File: src/rtl/bitscan_pkg.sv
// Shared constants for the bitscan encoder: state encoding, default sizes,
// and an elaboration-time check that the index width matches the vector width.
`ifndef BITSCAN_PKG_SV
`define BITSCAN_PKG_SV

// Drop inside a module body; an illegal (N, W) pair stops elaboration.
`define BITSCAN_WIDTH_CHECK(n_, w_) \
  if (((n_) < 2) || ((w_) != $clog2(n_))) begin : g_width_check \
    $error("bitscan: illegal N/W pair, need N >= 2 and W == clog2(N)"); \
  end

package bitscan_pkg;

  typedef enum logic {
    ST_IDLE = 1'b0,
    ST_EMIT = 1'b1
  } state_t;

  localparam int DEF_N = 4;
  localparam int DEF_W = 2;

endpackage

`endif

File: src/rtl/lsb_priority_encoder.sv
// Combinational lowest-set-bit encoder: index of the lowest set bit, whether
// any bit is set, and whether exactly one bit is set. idx is 0 when vec is 0.
module lsb_priority_encoder
  import bitscan_pkg::*;
#(
  parameter int N = DEF_N,
  parameter int W = DEF_W
) (
  input  logic [N-1:0] vec,
  output logic [W-1:0] idx,
  output logic         any,
  output logic         single
);

  `BITSCAN_WIDTH_CHECK(N, W)

  logic [N-1:0] vec_minus_one;

  // Scan high to low so the lowest set bit wins; clearing the lowest bit
  // with vec & (vec-1) leaves zero only for one-hot inputs.
  always_comb begin
    idx           = '0;
    vec_minus_one = vec - N'(1);
    for (int i = N - 1; i >= 0; i--) begin
      if (vec[i]) idx = W'(i);
    end
    any    = |vec;
    single = any && ((vec & vec_minus_one) == '0);
  end

endmodule

File: src/rtl/bitscan_encoder.sv
// Sequential multi-hot to index encoder. Accepts a vector in IDLE, then
// emits the index of every set bit lowest first, one per output handshake,
// flagging the final one. All outputs are registered.
module bitscan_encoder
  import bitscan_pkg::*;
#(
  parameter int N = DEF_N,
  parameter int W = DEF_W
) (
  input  logic         clk,
  input  logic         rst_n,
  input  logic         in_valid,
  output logic         in_ready,
  input  logic [N-1:0] in_vec,
  output logic         out_valid,
  input  logic         out_ready,
  output logic [W-1:0] out_idx,
  output logic         out_last,
  output logic         out_none
);

  `BITSCAN_WIDTH_CHECK(N, W)

  state_t       state_q, state_d;
  logic [N-1:0] pend_q, pend_d;
  logic [N-1:0] pend_next;
  logic [W-1:0] idx_d;
  logic         vld_d, last_d, none_d;

  logic [W-1:0] acc_idx, emit_idx;
  logic         acc_any, acc_single;
  logic         emit_any, emit_single;

  // Accept path: encode the incoming vector directly.
  lsb_priority_encoder #(.N(N), .W(W)) u_pe_acc (
    .vec    (in_vec),
    .idx    (acc_idx),
    .any    (acc_any),
    .single (acc_single)
  );

  // Emit path: encode what remains once the current index is consumed.
  lsb_priority_encoder #(.N(N), .W(W)) u_pe_emit (
    .vec    (pend_next),
    .idx    (emit_idx),
    .any    (emit_any),
    .single (emit_single)
  );

  assign in_ready = (state_q == ST_IDLE);

  // Next-state and next-output logic; everything holds unless a handshake fires.
  always_comb begin
    state_d   = state_q;
    pend_d    = pend_q;
    vld_d     = out_valid;
    idx_d     = out_idx;
    last_d    = out_last;
    none_d    = out_none;
    pend_next = pend_q;
    pend_next[out_idx] = 1'b0;
    case (state_q)
      ST_IDLE: begin
        if (in_valid) begin
          state_d = ST_EMIT;
          pend_d  = in_vec;
          vld_d   = 1'b1;
          idx_d   = acc_idx;
          // An all-zero vector still produces one terminating beat.
          last_d  = !acc_any || acc_single;
          none_d  = !acc_any;
        end
      end
      ST_EMIT: begin
        if (out_ready) begin
          if (out_last) begin
            state_d = ST_IDLE;
            pend_d  = '0;
            vld_d   = 1'b0;
            idx_d   = '0;
            last_d  = 1'b0;
            none_d  = 1'b0;
          end else begin
            // emit_any is guaranteed here since out_last was 0.
            pend_d = pend_next;
            idx_d  = emit_idx;
            last_d = emit_single || !emit_any;
          end
        end
      end
      default: state_d = ST_IDLE;
    endcase
  end

  // State, pending vector and output registers.
  always_ff @(posedge clk or negedge rst_n) begin
    if (!rst_n) begin
      state_q   <= ST_IDLE;
      pend_q    <= '0;
      out_valid <= 1'b0;
      out_idx   <= '0;
      out_last  <= 1'b0;
      out_none  <= 1'b0;
    end else begin
      state_q   <= state_d;
      pend_q    <= pend_d;
      out_valid <= vld_d;
      out_idx   <= idx_d;
      out_last  <= last_d;
      out_none  <= none_d;
    end
  end

endmodule

File: config.mk
export PLATFORM = sky130hd
export DESIGN_NAME = bitscan_encoder
export DESIGN_NICKNAME = d
export VERILOG_FILES = /design/src/rtl/bitscan_pkg.sv /design/src/rtl/lsb_priority_encoder.sv /design/src/rtl/bitscan_encoder.sv
export SDC_FILE = /design/constraint.sdc
export NUM_CORES = 1
export LEC_CHECK = 0
export ABC_AREA = 1
export CORE_MARGIN = 8
export CORE_UTILIZATION = 39
export CTS_CLUSTER_DIAMETER = 40
export DETAILED_ROUTE_END_ITERATION = 8
export GPL_TIMING_DRIVEN = 1
export HOLD_SLACK_MARGIN = 0.08
export SYNTH_ARGS = -nofsm -noshare
export SYNTH_HDL_FRONTEND = slang
export SYNTH_SLANG_ARGS = --single-unit
File: constraint.sdc
create_clock -name clk -period 1.25 [get_ports clk]
set_input_delay 0.25 -clock clk [delete_from_list [all_inputs] [get_ports clk]]
set_output_delay 0.25 -clock clk [all_outputs]
set_load 0.1 [all_outputs]
==> results.md, run 1 <==
| Group | Parameter | Value |
|---|---|---|
| run status | Run status | finished with violations |
| run status | Failing checks | setup timing |
| grt | Number of global-route vias before repair | 665 |
| sta | Minimum setup slack in the final design | -0.106 ns |
| synthesis | Count of different cell masters after synthesis | 23 |
| grt | First-pass GRT wire length | 3070 µm |
| worst setup path | Slowest cell on the critical path | sky130_fd_sc_hd__dfrtp_4 |
| floorplan | Row count | 14 |
| cts | Clock tree from TritonCTS | built |
| synthesis | Synthesized net count | 92 |
| drt | Residual DRC count | 0 |
| cts | Number of clock sinks seen by CTS | 10 |
| worst setup path | WS Path Type | flop to output port |
| sta | Final critical-path required period | 1.36 ns |
| worst setup path | Crit end category | output port |
| grt | Pin count of the biggest net entering global routing | 11 |
| grt | Global-route usage over all layers | 0.118 |
| worst setup path | Required time of the critical path | 1.00 ns |
| worst setup path | Data arrival at the endpoint of the critical path | 1.11 ns |
| sta | Final setup vio count | 3 |
| floorplan | Area of the core | 1520 µm² |
| grt | Antenna violations before repair | 0 |
| drt | Detailed-routed wire length on met3 | 62 µm |
| flow run | Number of maximum-capacitance constraint violations | 0 |
| layout | Proportion of layout cells with a drive suffix above 1 | 0.397 |
| cts | Clock buffers created by TritonCTS | 3 |
| sta | Slew Limit Fails | 0 |
| drt | Initial DRT Pass Iterations | 4 |
| sta | Hold violation total from the final report | 0 |
| worst setup path | Critical path's largest stage delay | 0.54 ns |
| pwr | Static Leakage | 0.504 nW |
| synthesis | Share of synthesized area occupied by flip-flops and latches | 0.391 |
| pwr | Post-layout total power | 3.19 mW |
| placed design | Gp weighted congestion | 0.849 |
| drt | Detailed-routing wirelength on met1 | 778 µm |
| cts | H-tree Lvls | 1 |
| sta | Highest attainable clock frequency | 0.737 GHz |
| synthesis | Number of instances in the synthesized netlist | 84 |
| cts | Worst skew pair latency | 0.27 ns |
| cts | Buffers from clock root to sink, at most | 2 |
| floorplan | Starting density of the core | 0.420 |
| cts | Number of hold-repair buffers added at the cts stage | 0 |
| cts | Root cell of the clock tree | sky130_fd_sc_hd__clkbuf_4 |
| layout | Final net count | 125 |
| sta | RSZ-0062 raised after global routing | yes |
| floorplan | Number of top-level pins | 14 |
| worst setup path | Cells along the critical path | buf_6 -> buf_12 |
| cts | CTS clk-pin slew, worst paths | 0.08 ns |
| hold path | Path type of the worst min-delay path | input port to async pin |
| placed design | Detailed placement HPWL | 1340 µm |
| grt | GRT Residual Overflow | 0 |
| synthesis | Seq cells post-synth | 10 |
| pwr | Power per cell area | 3000 nW/µm² |
| drt | Total length of routed met2 wires | 784 µm |
| drt | Average via count per standard cell | 5.11 |
| layout | Number of fill cells in the layout | 130 |
| layout | Area occupied by multi-input gates | 357 µm² |
| synthesis | Count of yosys warnings during synthesis | 0 |
| sta | Slew headroom | 0.857 |
| placed design | Buffers on Ports | 13 |
| pwr | Worst VDD drop | 1960 µV |
| worst setup path | Biggest fanout along the worst timing path | 6 |
| synthesis | Average footprint of a synthesized cell | 7.61 µm² |
| layout | Ant diodes | 0 |
| layout | Area added between synthesis and finish | 66.1% |
| synthesis | Post-Synthesis Cell Area | 639 µm² |
| floorplan | Full die area | 3190 µm² |
| floorplan | Die boundary height | 56.5 µm |
| drt | Uppermost signal routing layer after detailed routing | met4 |
| layout | Highest-count cells in the layout ignoring fill and taps | 23 x sky130_fd_sc_hd__nand2_1, 12 x sky130_fd_sc_hd__buf_4, 10 x sky130_fd_sc_hd__inv_1 |
| worst setup path | Launching element type of the critical path | flop |
| layout | Final standard cell utilization of the core | 0.697 |
| drt | Wire per inst | 12.6 µm |
| sta | Transition time at the pin with the least slew margin | 0.213 ns |
| drt | Post-route ant nets | 0 |
| layout | Sequential standard cell area | 264 µm² |
| drt | DRC violation total after the first TritonRoute iteration | 8 |
| sta | Skew final | 0.0150 ns |
| drt | Number of vias after detailed routing | 675 |
| sta | Portion of the clock cycle consumed by the worst path in the final layout | 1.09 |
| floorplan | DIE WIDTH | 56.5 µm |
| layout | Most frequent standard cell in the layout excluding fill and tap cells | sky130_fd_sc_hd__nand2_1 |
| drt | Total routed wirelength | 1670 µm |
==> synth_stat cells <==
master / instances / share of area
sky130_fd_sc_hd__a21boi_1: 1 / 0.012
sky130_fd_sc_hd__a21oi_1: 5 / 0.039
sky130_fd_sc_hd__a21oi_2: 2 / 0.027
sky130_fd_sc_hd__a22oi_1: 2 / 0.023
sky130_fd_sc_hd__a31oi_1: 1 / 0.0098
sky130_fd_sc_hd__dfrtp_1: 10 / 0.39
sky130_fd_sc_hd__inv_1: 12 / 0.070
sky130_fd_sc_hd__inv_2: 2 / 0.012
sky130_fd_sc_hd__inv_4: 1 / 0.0098
sky130_fd_sc_hd__nand2_1: 24 / 0.14
sky130_fd_sc_hd__nand2_2: 1 / 0.0098
sky130_fd_sc_hd__nand2_4: 1 / 0.018
sky130_fd_sc_hd__nand3_1: 1 / 0.0078
sky130_fd_sc_hd__nand4_1: 3 / 0.029
sky130_fd_sc_hd__nor2_1: 3 / 0.018
sky130_fd_sc_hd__nor2_2: 1 / 0.0098
sky130_fd_sc_hd__nor2_4: 2 / 0.035
sky130_fd_sc_hd__nor2_8: 1 / 0.031
sky130_fd_sc_hd__o211ai_1: 1 / 0.012
sky130_fd_sc_hd__o211ai_2: 1 / 0.020
sky130_fd_sc_hd__o21ai_0: 6 / 0.047
sky130_fd_sc_hd__o21ai_1: 2 / 0.016
sky130_fd_sc_hd__o31ai_1: 1 / 0.012
==> state kept, by name (all words and copies together), names as in the netlist <==
signal	cells
out_last	1
state_q	1
out_valid	1
out_idx	2
pend_q	4
out_none	1
==> metrics by stage <==
step | instance area [µm²] | setup TNS [ns] | hold WS [ns] | std cells | setup WS [ns]
floorplan | 671 | -0.0212 | -0.0456 | 84 | -0.0212
global placement | 983 | -0.690 | 0.484 | 125 | -0.127
detailed placement | 983 | -0.879 | 0.497 | 125 | -0.155
CTS | 1050 | -0.123 | 0.268 | 132 | -0.0931
global route | 1060 | -0.316 | 0.296 | 132 | -0.130
finish | 1060 | -0.137 | 0.262 | 132 | -0.106
==> final cells by class <==
type,instances,share of cell area
clock buffers,4,0.0247
multi-input cells,59,0.336
inverters,15,0.0601
flip-flops and latches,10,0.249
well taps,16,0.0188
repair buffers,28,0.312
==> worst max-delay path, delay by kind of cell, from the launching register on <==
kind,cells,cell delay [ns]
flops,1,0.54
buf+inv,2,0.29
==> worst paths after layout <==
path | start | endpoint | slack [ns] | depth (start not counted)
setup / recovery | out_idx[0] | out_idx[0] | -0.11 | 2
hold / removal | rst_n | pend_q[2] | 0.26 | 2
setup reg to reg | out_idx[0] | out_last | -0.01 | 9
hold reg to reg | pend_q[0] | pend_q[0] | 0.51 | 2
max in group asynchronous | rst_n | out_none | 0.82 | 2
min in group clk | pend_q[0] | pend_q[0] | 0.51 | 2
==> power breakdown <==
part           switching (mW)  internal, mW
Combinational            1.32         0.894
Sequential              0.227         0.508
Clock                   0.113         0.123
Total                    1.66          1.53
==> what timing repair did <==
item / in CTS / in global routing
gates resized for setup: 2 / 3
endpoints found under the setup margin: 4 / 6
setup buffers: 3 / 0
==> kinds of logic (layout without fill, tap and decap cells) <==
| family | count (synthesis) | after routing | synth area share |
|---|---|---|---|
| and+or+nand+nor | 37 | 37 | 0.299 |
| AOI/OAI and AO/OA | 22 | 22 | 0.217 |
| buffers and inverters | 15 | 47 | 0.0920 |
| DFF | 10 | 10 | 0.391 |
==> routing by layer <==
layer,track usage,up-vias
li1,-,343
met5,0,-
met4,0.0687,0
met3,0.0292,4
met2,0.171,12
met1,0.152,316
(Power assumes the default switching activity.)
==> run 2, diff against run 1 <==
--- a/config.mk
+++ b/config.mk
@@ -8,2 +8,3 @@
 export ABC_AREA = 1
+export CAP_MARGIN = 20
 export CORE_MARGIN = 8
--- a/constraint.sdc
+++ b/constraint.sdc
@@ -3,2 +3,2 @@
 set_output_delay 0.25 -clock clk [all_outputs]
-set_load 0.1 [all_outputs]
+set_load 0.005 [all_outputs]
==> run 2 against run 1 <==
Net effect: the run still ends with setup timing left; global-route usage up 0.33 points; wire length up 14%; first-iteration DRC count up 38%; combinational power down 21%; worst hold slack better by 0.0072 ns; clock power down 6%; critical path type is now flop to flop.
==> results.md, run 2 (synthesized netlist as in run 1, its figures left out) <==
| Group | Parameter | Value | Delta |
|---|---|---|---|
| run status | Run status | finished with violations | unchanged |
| run status | Failing checks | setup timing | unchanged |
| cts | Buffers from clock root to sink, at most | 2 | unchanged |
| layout | Most frequent standard cell in the layout excluding fill and tap cells | sky130_fd_sc_hd__buf_4 | was sky130_fd_sc_hd__nand2_1 |
| layout | Final net count | 137 | was 125 |
| floorplan | Number of top-level pins | 14 | unchanged |
| pwr | Worst VDD drop | 1280 µV | was 1960 µV |
| sta | Slew Limit Fails | 0 | unchanged |
| layout | Highest-count cells in the layout ignoring fill and taps | 25 x sky130_fd_sc_hd__buf_4, 20 x sky130_fd_sc_hd__nand2_1, 10 x sky130_fd_sc_hd__inv_1 | was 23 x sky130_fd_sc_hd__nand2_1, 12 x sky130_fd_sc_hd__buf_4, 10 x sky130_fd_sc_hd__inv_1 |
| drt | DRC violation total after the first TritonRoute iteration | 11 | was 8 |
| placed design | Gp weighted congestion | 0.807 | was 0.849 |
| worst setup path | Data arrival at the endpoint of the critical path | 1.43 ns | was 1.11 ns |
| sta | Final setup TNS | -0.0239 ns | was -0.137 ns |
| layout | Register with the highest flop count | pend_q | unchanged |
| cts | CTS clk-pin slew, worst paths | 0.07 ns | was 0.08 ns |
| floorplan | Die boundary height | 56.5 µm | unchanged |
| cts | Number of clock sinks seen by CTS | 10 | unchanged |
| sta | Final setup vio count | 1 | was 3 |
| sta | Final critical-path required period | 1.27 ns | was 1.36 ns |
| drt | Initial DRT Pass Iterations | 4 | unchanged |
| grt | Global-route usage over all layers | 0.121 | was 0.118 |
| drt | Total routed wirelength | 1900 µm | was 1670 µm |
| cts | Clock tree from TritonCTS | built | unchanged |
| pwr | Logic pwr share | 0.688 | was 0.696 |
| floorplan | DIE WIDTH | 56.5 µm | unchanged |
| sta | Skew final | 0.00654 ns | was 0.0150 ns |
| worst setup path | Endpoint of the worst register-to-register path | out_last | unchanged |
| pwr | Static Leakage | 0.538 nW | was 0.504 nW |
| placed design | Buffers on Ports | 13 | unchanged |
| cts | H-tree Lvls | 1 | unchanged |
| worst setup path | Number of cell instances on the worst register-to-register path | 10 | was 9 |
| drt | Post-route ant nets | 0 | unchanged |
| layout | Number of fill cells in the layout | 142 | was 130 |
| layout | Ant diodes | 0 | unchanged |
| worst setup path | Biggest fanout along the worst timing path | 3 | was 6 |
| worst setup path | WS Path Type | flop to flop | was flop to output port |
| drt | Average via count per standard cell | 4.99 | was 5.11 |
| layout | Proportion of layout cells with a drive suffix above 1 | 0.409 | was 0.397 |
| floorplan | Starting density of the core | 0.420 | unchanged |
| pwr | Psw | 1.09 mW | was 1.66 mW |
| cts | Worst skew pair latency | 0.26 ns | was 0.27 ns |
| grt | Pin count of the biggest net entering global routing | 11 | unchanged |
| grt | First-pass GRT wire length | 3120 µm | was 3070 µm |
| grt | GRT Residual Overflow | 0 | unchanged |
| cts | Root cell of the clock tree | sky130_fd_sc_hd__clkbuf_4 | unchanged |
| layout | Final standard cell utilization of the core | 0.692 | was 0.697 |
| cts | Number of hold-repair buffers added at the cts stage | 0 | unchanged |
| worst setup path | Crit end category | flop | was output port |
| grt | Number of global-route vias before repair | 739 | was 665 |
| pwr | Power per cell area | 2420 nW/µm² | was 3000 nW/µm² |
| worst setup path | Launching element type of the critical path | flop | unchanged |
| sta | Slew headroom | 0.835 | was 0.857 |
| sta | Highest attainable clock frequency | 0.785 GHz | was 0.737 GHz |
| placed design | Detailed placement HPWL | 1420 µm | was 1340 µm |
| sta | RSZ-0062 raised after global routing | yes | unchanged |
| grt | Antenna violations before repair | 0 | unchanged |
| sta | Minimum setup slack in the final design | -0.0239 ns | was -0.106 ns |
| worst setup path | Flop-to-flop setup slack | -0.02 ns | was -0.01 ns |
| worst setup path | Required time of the critical path | 1.41 ns | was 1.00 ns |
| sta | Portion of the clock cycle consumed by the worst path in the final layout | 1.02 | was 1.09 |
| drt | Wire per inst | 13.3 µm | was 12.6 µm |
| pwr | Fraction of power consumed by sequential logic | 0.225 | was 0.231 |
| pwr | Clock network power share | 0.087 | was 0.074 |
| layout | Largest registers | pend_q x4, out_idx x2 | unchanged |
| floorplan | Area of the core | 1520 µm² | unchanged |
| hold path | Path type of the worst min-delay path | input port to async pin | unchanged |
| pwr | Post-layout total power | 2.55 mW | was 3.19 mW |
| cts | Clock buffers created by TritonCTS | 3 | unchanged |
| flow run | Number of maximum-capacitance constraint violations | 0 | unchanged |
| layout | Area added between synthesis and finish | 65.0% | was 66.1% |
| layout | Max FFs per register | 4 | unchanged |
| layout | Sequential standard cell area | 251 µm² | was 264 µm² |
| pwr | Net switching share of the total power | 0.428 | was 0.522 |
| drt | Residual DRC count | 0 | unchanged |
| layout | Area occupied by multi-input gates | 363 µm² | was 357 µm² |
| floorplan | Row count | 14 | unchanged |
| drt | Number of vias after detailed routing | 714 | was 675 |
| worst setup path | Reg-to-reg critical path startpoint | out_idx[1] | was out_idx[0] |
| floorplan | Full die area | 3190 µm² | unchanged |
| pwr | Internal power | 1.46 mW | was 1.53 mW |
| sta | Hold violation total from the final report | 0 | unchanged |
| sta | Transition time at the pin with the least slew margin | 0.247 ns | was 0.213 ns |
-- run 2: per-stage QoR --
| stage | worst slack (ns) | cells | cell area (µm²) | hold WS [ns] |
|---|---|---|---|---|
| 6_report | -0.0239 | 143 | 1050 | 0.269 |
| 5_1_grt | -0.127 | 143 | 1050 | 0.286 |
| 4_1_cts | -0.0333 | 138 | 986 | 0.274 |
| 3_5_place_dp | -0.116 | 132 | 932 | 0.481 |
| 3_3_place_gp | -0.104 | 132 | 932 | 0.479 |
| 2_1_floorplan | 0.143 | 84 | 639 | -0.0456 |
-- run 2: worst max-delay path: stages, from the launching register on --
cell                       delay, ns
sky130_fd_sc_hd__dfrtp_1        0.37
sky130_fd_sc_hd__buf_6          0.11
sky130_fd_sc_hd__buf_6          0.09
sky130_fd_sc_hd__inv_4          0.03
sky130_fd_sc_hd__buf_4          0.13
sky130_fd_sc_hd__a21boi_4       0.13
sky130_fd_sc_hd__nand2_1        0.07
sky130_fd_sc_hd__nand2_1        0.06
sky130_fd_sc_hd__nand2_1        0.06
sky130_fd_sc_hd__nand2_2        0.06
sky130_fd_sc_hd__a21oi_2        0.05
-- run 2: area by class of cell --
type                    count  area share
clock buffers               3      0.0214
inverters                  15      0.0581
multi-input cells          59       0.344
flip-flops and latches     10       0.238
well taps                  16      0.0190
repair buffers             40       0.319
-- run 2: power groups by stage --
stage	sequential (mW)	combinational, mW	clock (mW)
final	0.573	1.75	0.221
after global routing	0.589	1.93	0.242
after CTS	0.560	1.51	0.223
after detailed placement	0.594	1.41	0
after global placement	0.588	1.39	0
after floorplan	0.616	0.753	0
-- run 2: layer usage --
layer,vias to the layer above,global-route usage,wire [µm]
li1,363,-,-
met1,326,0.120,783
met2,21,0.215,983
met3,4,0.0427,99
met4,0,0.0619,29
met5,-,0,0
-- run 2: how the worst max path moves through the flow --
stage / startpoint / end / slack (ns) / cells past startpoint
final: out_idx[1] / out_last / -0.02 / 10
after global routing: out_idx[1] / out_last / -0.13 / 10
after floorplan: state_q / out_none / 0.14 / 6
after global placement: out_ready / out_none / -0.10 / 6
after CTS: out_idx[1] / out_last / -0.03 / 11
after detailed placement: out_ready / out_none / -0.12 / 6
-- run 2: timing repair --
item,4_1_cts,5_1_grt
resized for setup,11,12
hold endpoints to repair,0,0
buffers inserted,3,5
pin swaps,1,4
setup endpoints to repair,6,4
==> edit: new RTL, flow settings as in run 1 <==
Make the reset (`rst_n`) synchronous in one clocked block.
--- a/src/rtl/bitscan_encoder.sv
+++ b/src/rtl/bitscan_encoder.sv
@@ -94,5 +94,5 @@
 
   // State, pending vector and output registers.
-  always_ff @(posedge clk or negedge rst_n) begin
+  always_ff @(posedge clk) begin
     if (!rst_n) begin
       state_q   <= ST_IDLE;
Check against the original RTL: differs if rst_n is asserted again (counterexample within 4 cycles, from zero or initial values and one cycle with rst_n low); with rst_n held inactive, the same outputs for 10 cycles.
==> edit against run 1 <==
  * Setup slack better by 190 ps
  * First-iteration DRC count rose by 100%
  * Cell count down 2.3%
  * Clock skew shrank 11 ps
  * Area after synthesis fell by 10%
  * Routed wire length down 12%
  * Sequential cell count is the same
  * Via count is 3.3% lower
  * Design area fell by 20%
  * Critical path type unchanged
  * Highest routed layer unchanged
Power is not compared: it rests on default switching activity, and its combinational part moved more than twofold at a synthesized area within 25%.
==> edit: results (changes against run 1) <==
\begin{tabular}{lr}
\hline
Metric & Value \\
\hline
\multicolumn{2}{l}{\textbf{Global route}} \\
Number of global-route vias before repair & 652 (was 665) \\
Wire length of the first global-routing pass & 2640 um (was 3070 um) \\
Pin count of the biggest net entering global routing & 13 (was 11) \\
\multicolumn{2}{l}{\textbf{Synth}} \\
Cell variety after synth & 14 (was 23) \\
Most frequent cells after synthesis & nand2\_1 (26), inv\_1 (16), a21oi\_1 (11), o21ai\_0 (11), dfxtp\_1 (10) (was nand2\_1 (24), inv\_1 (12), dfrtp\_1 (10)) \\
Share of flip-flops with an asynchronous set or reset & 0\% (was 100\%) \\
Sequential element share of the synthesized area & 34.9\% (was 39.1\%) \\
Leading cell types by total area after synthesis & dfxtp\_1 (35\%), nand2\_1 (17\%), inv\_1 (10\%), a21oi\_1 (9.6\%), o21ai\_0 (9.6\%) (was dfrtp\_1 (39\%), nand2\_1 (14\%), inv\_1 (7.0\%), o21ai\_0 (4.7\%), a21oi\_1 (3.9\%)) \\
Share of the synthesized area in compound gates (AO/OA/AOI/OAI) & 22.7\% (was 21.7\%) \\
Average footprint of a synthesized cell & 6.18 um\^{}2 (was 7.61 um\^{}2) \\
Number of nets produced by synthesis & 101 (was 92) \\
Predominant post-synthesis flop cell & dfxtp\_1 (was dfrtp\_1) \\
\multicolumn{2}{l}{\textbf{Critical path}} \\
Number of cells on the worst reg-to-reg path & 7 (was 9) \\
Launch point of the worst path & state\_q (was out\_idx[0]) \\
CP Data Arrival Time & 920 ps (was 1110 ps) \\
Reg2reg start & out\_idx[1] (was out\_idx[0]) \\
Slowest Stage Delay on Critical Path & 350 ps (was 540 ps) \\
Worst path slowest cell & dfxtp\_2 (was dfrtp\_4) \\
\multicolumn{2}{l}{\textbf{STA}} \\
Worst slew pin tran & 277 ps (was 213 ps) \\
Clock Skews & 4.43 ps (was 15.0 ps) \\
\multicolumn{2}{l}{\textbf{CTS}} \\
Hold bufs inserted after CTS & 0 (unchanged) \\
\multicolumn{2}{l}{\textbf{Detailed routing}} \\
Vias per Instance & 5.06 (was 5.11) \\
Final WL & 1470 um (was 1670 um) \\
Violation count after the first detailed-routing iteration & 16 (was 8) \\
Number of detailed-route iterations in the first pass & 5 (was 4) \\
\multicolumn{2}{l}{\textbf{Final layout}} \\
Fill cells & 145 (was 130) \\
Share of post-route cells with drive strength above 1 & 18.6\% (was 39.7\%) \\
Post-layout nets & 122 (was 125) \\
Non-filler cells in the finished layout & 129 (was 132) \\
\multicolumn{2}{l}{\textbf{Placed design}} \\
DP HPWL & 1180 um (was 1340 um) \\
Worst setup slack after placement & -169 ps (was -155 ps) \\
Final Wtd Congestion & 0.924 (was 0.849) \\
Placement Cell Area & 815 um\^{}2 (was 983 um\^{}2) \\
\multicolumn{2}{l}{\textbf{Hold path}} \\
Hold/Removal Path Class & reg -> reg (was in -> async) \\
\multicolumn{2}{l}{\textbf{Run status}} \\
Result of the run & finished, final reports clean (was finished, violations left) \\
\multicolumn{2}{l}{\textbf{Power and ir drop}} \\
Leakage & 0.392 nW \\
\hline
\end{tabular}
==> edit: cell count changes in the layout (fill, tap and decap cells not counted), moves of 4 or more <==
cell and delta:
nor2_1 +4, inv_2 -4, dfrtp_1 -5, dfxtp_1 +6
a21oi_1 +7, buf_4 -8, o21ai_0 +5, inv_1 +6
==> edit: worst max-delay path: cells and delay by family (launching register included) <==
kind     cells  cell delay [ps]
buf+inv      2              290
flops        1              350
==> edit: layout make-up <==
type,count,area [um^2],area share [%]
multi-input cells,65,302,35.7
repair buffers,17,220,26.1
flip-flops and latches,10,210,24.9
inverters,17,66.3,7.85
clock buffers,3,22.5,2.67
well taps,16,20.0,2.37
clock inverters,1,3.75,0.444
==> edit: path summary, 6_finish.rpt <==
| kind | slack (ps) | end |
|---|---|---|
| hold / removal | 480 | pend_q[0] |
| setup / recovery | 80 | in_ready |
| hold reg to reg | 480 | pend_q[0] |
| setup reg to reg | 130 | out_last |
==> edit: cells by family after synthesis <==
| logic type | Yosys count |
|---|---|
| and+or+nand+nor | 40 |
| AOI/OAI and AO/OA | 25 |
| buffers and inverters | 18 |
| DFF | 10 |
==> edit: power breakdown <==
group	switching (W)	total (W)	internal, W
sequential	0.0000395	0.000394	0.000355
combinational	0.000266	0.000419	0.000154
clock	0.000116	0.000232	0.000116
total	0.000421	0.00105	0.000624
==> edit: routing by layer <==
layer  track usage, %  routed length [um]
met5                0                   0
met1             14.6                 692
met2             18.5                 642
met4             6.15                  40
met3             3.80                  97
==> edit: what timing repair did <==
item	in CTS	in global routing
setup buffers	0	0
endpoints found under the hold margin	0	0
resized for setup	0	2
setup endpoints to repair	0	2
==> edit: metrics by stage <==
step,hold slack [ps],setup TNS (ps)
finish,477,0
global route,536,0
CTS,474,0
detailed placement,463,-818
global placement,467,-783
floorplan,378,0
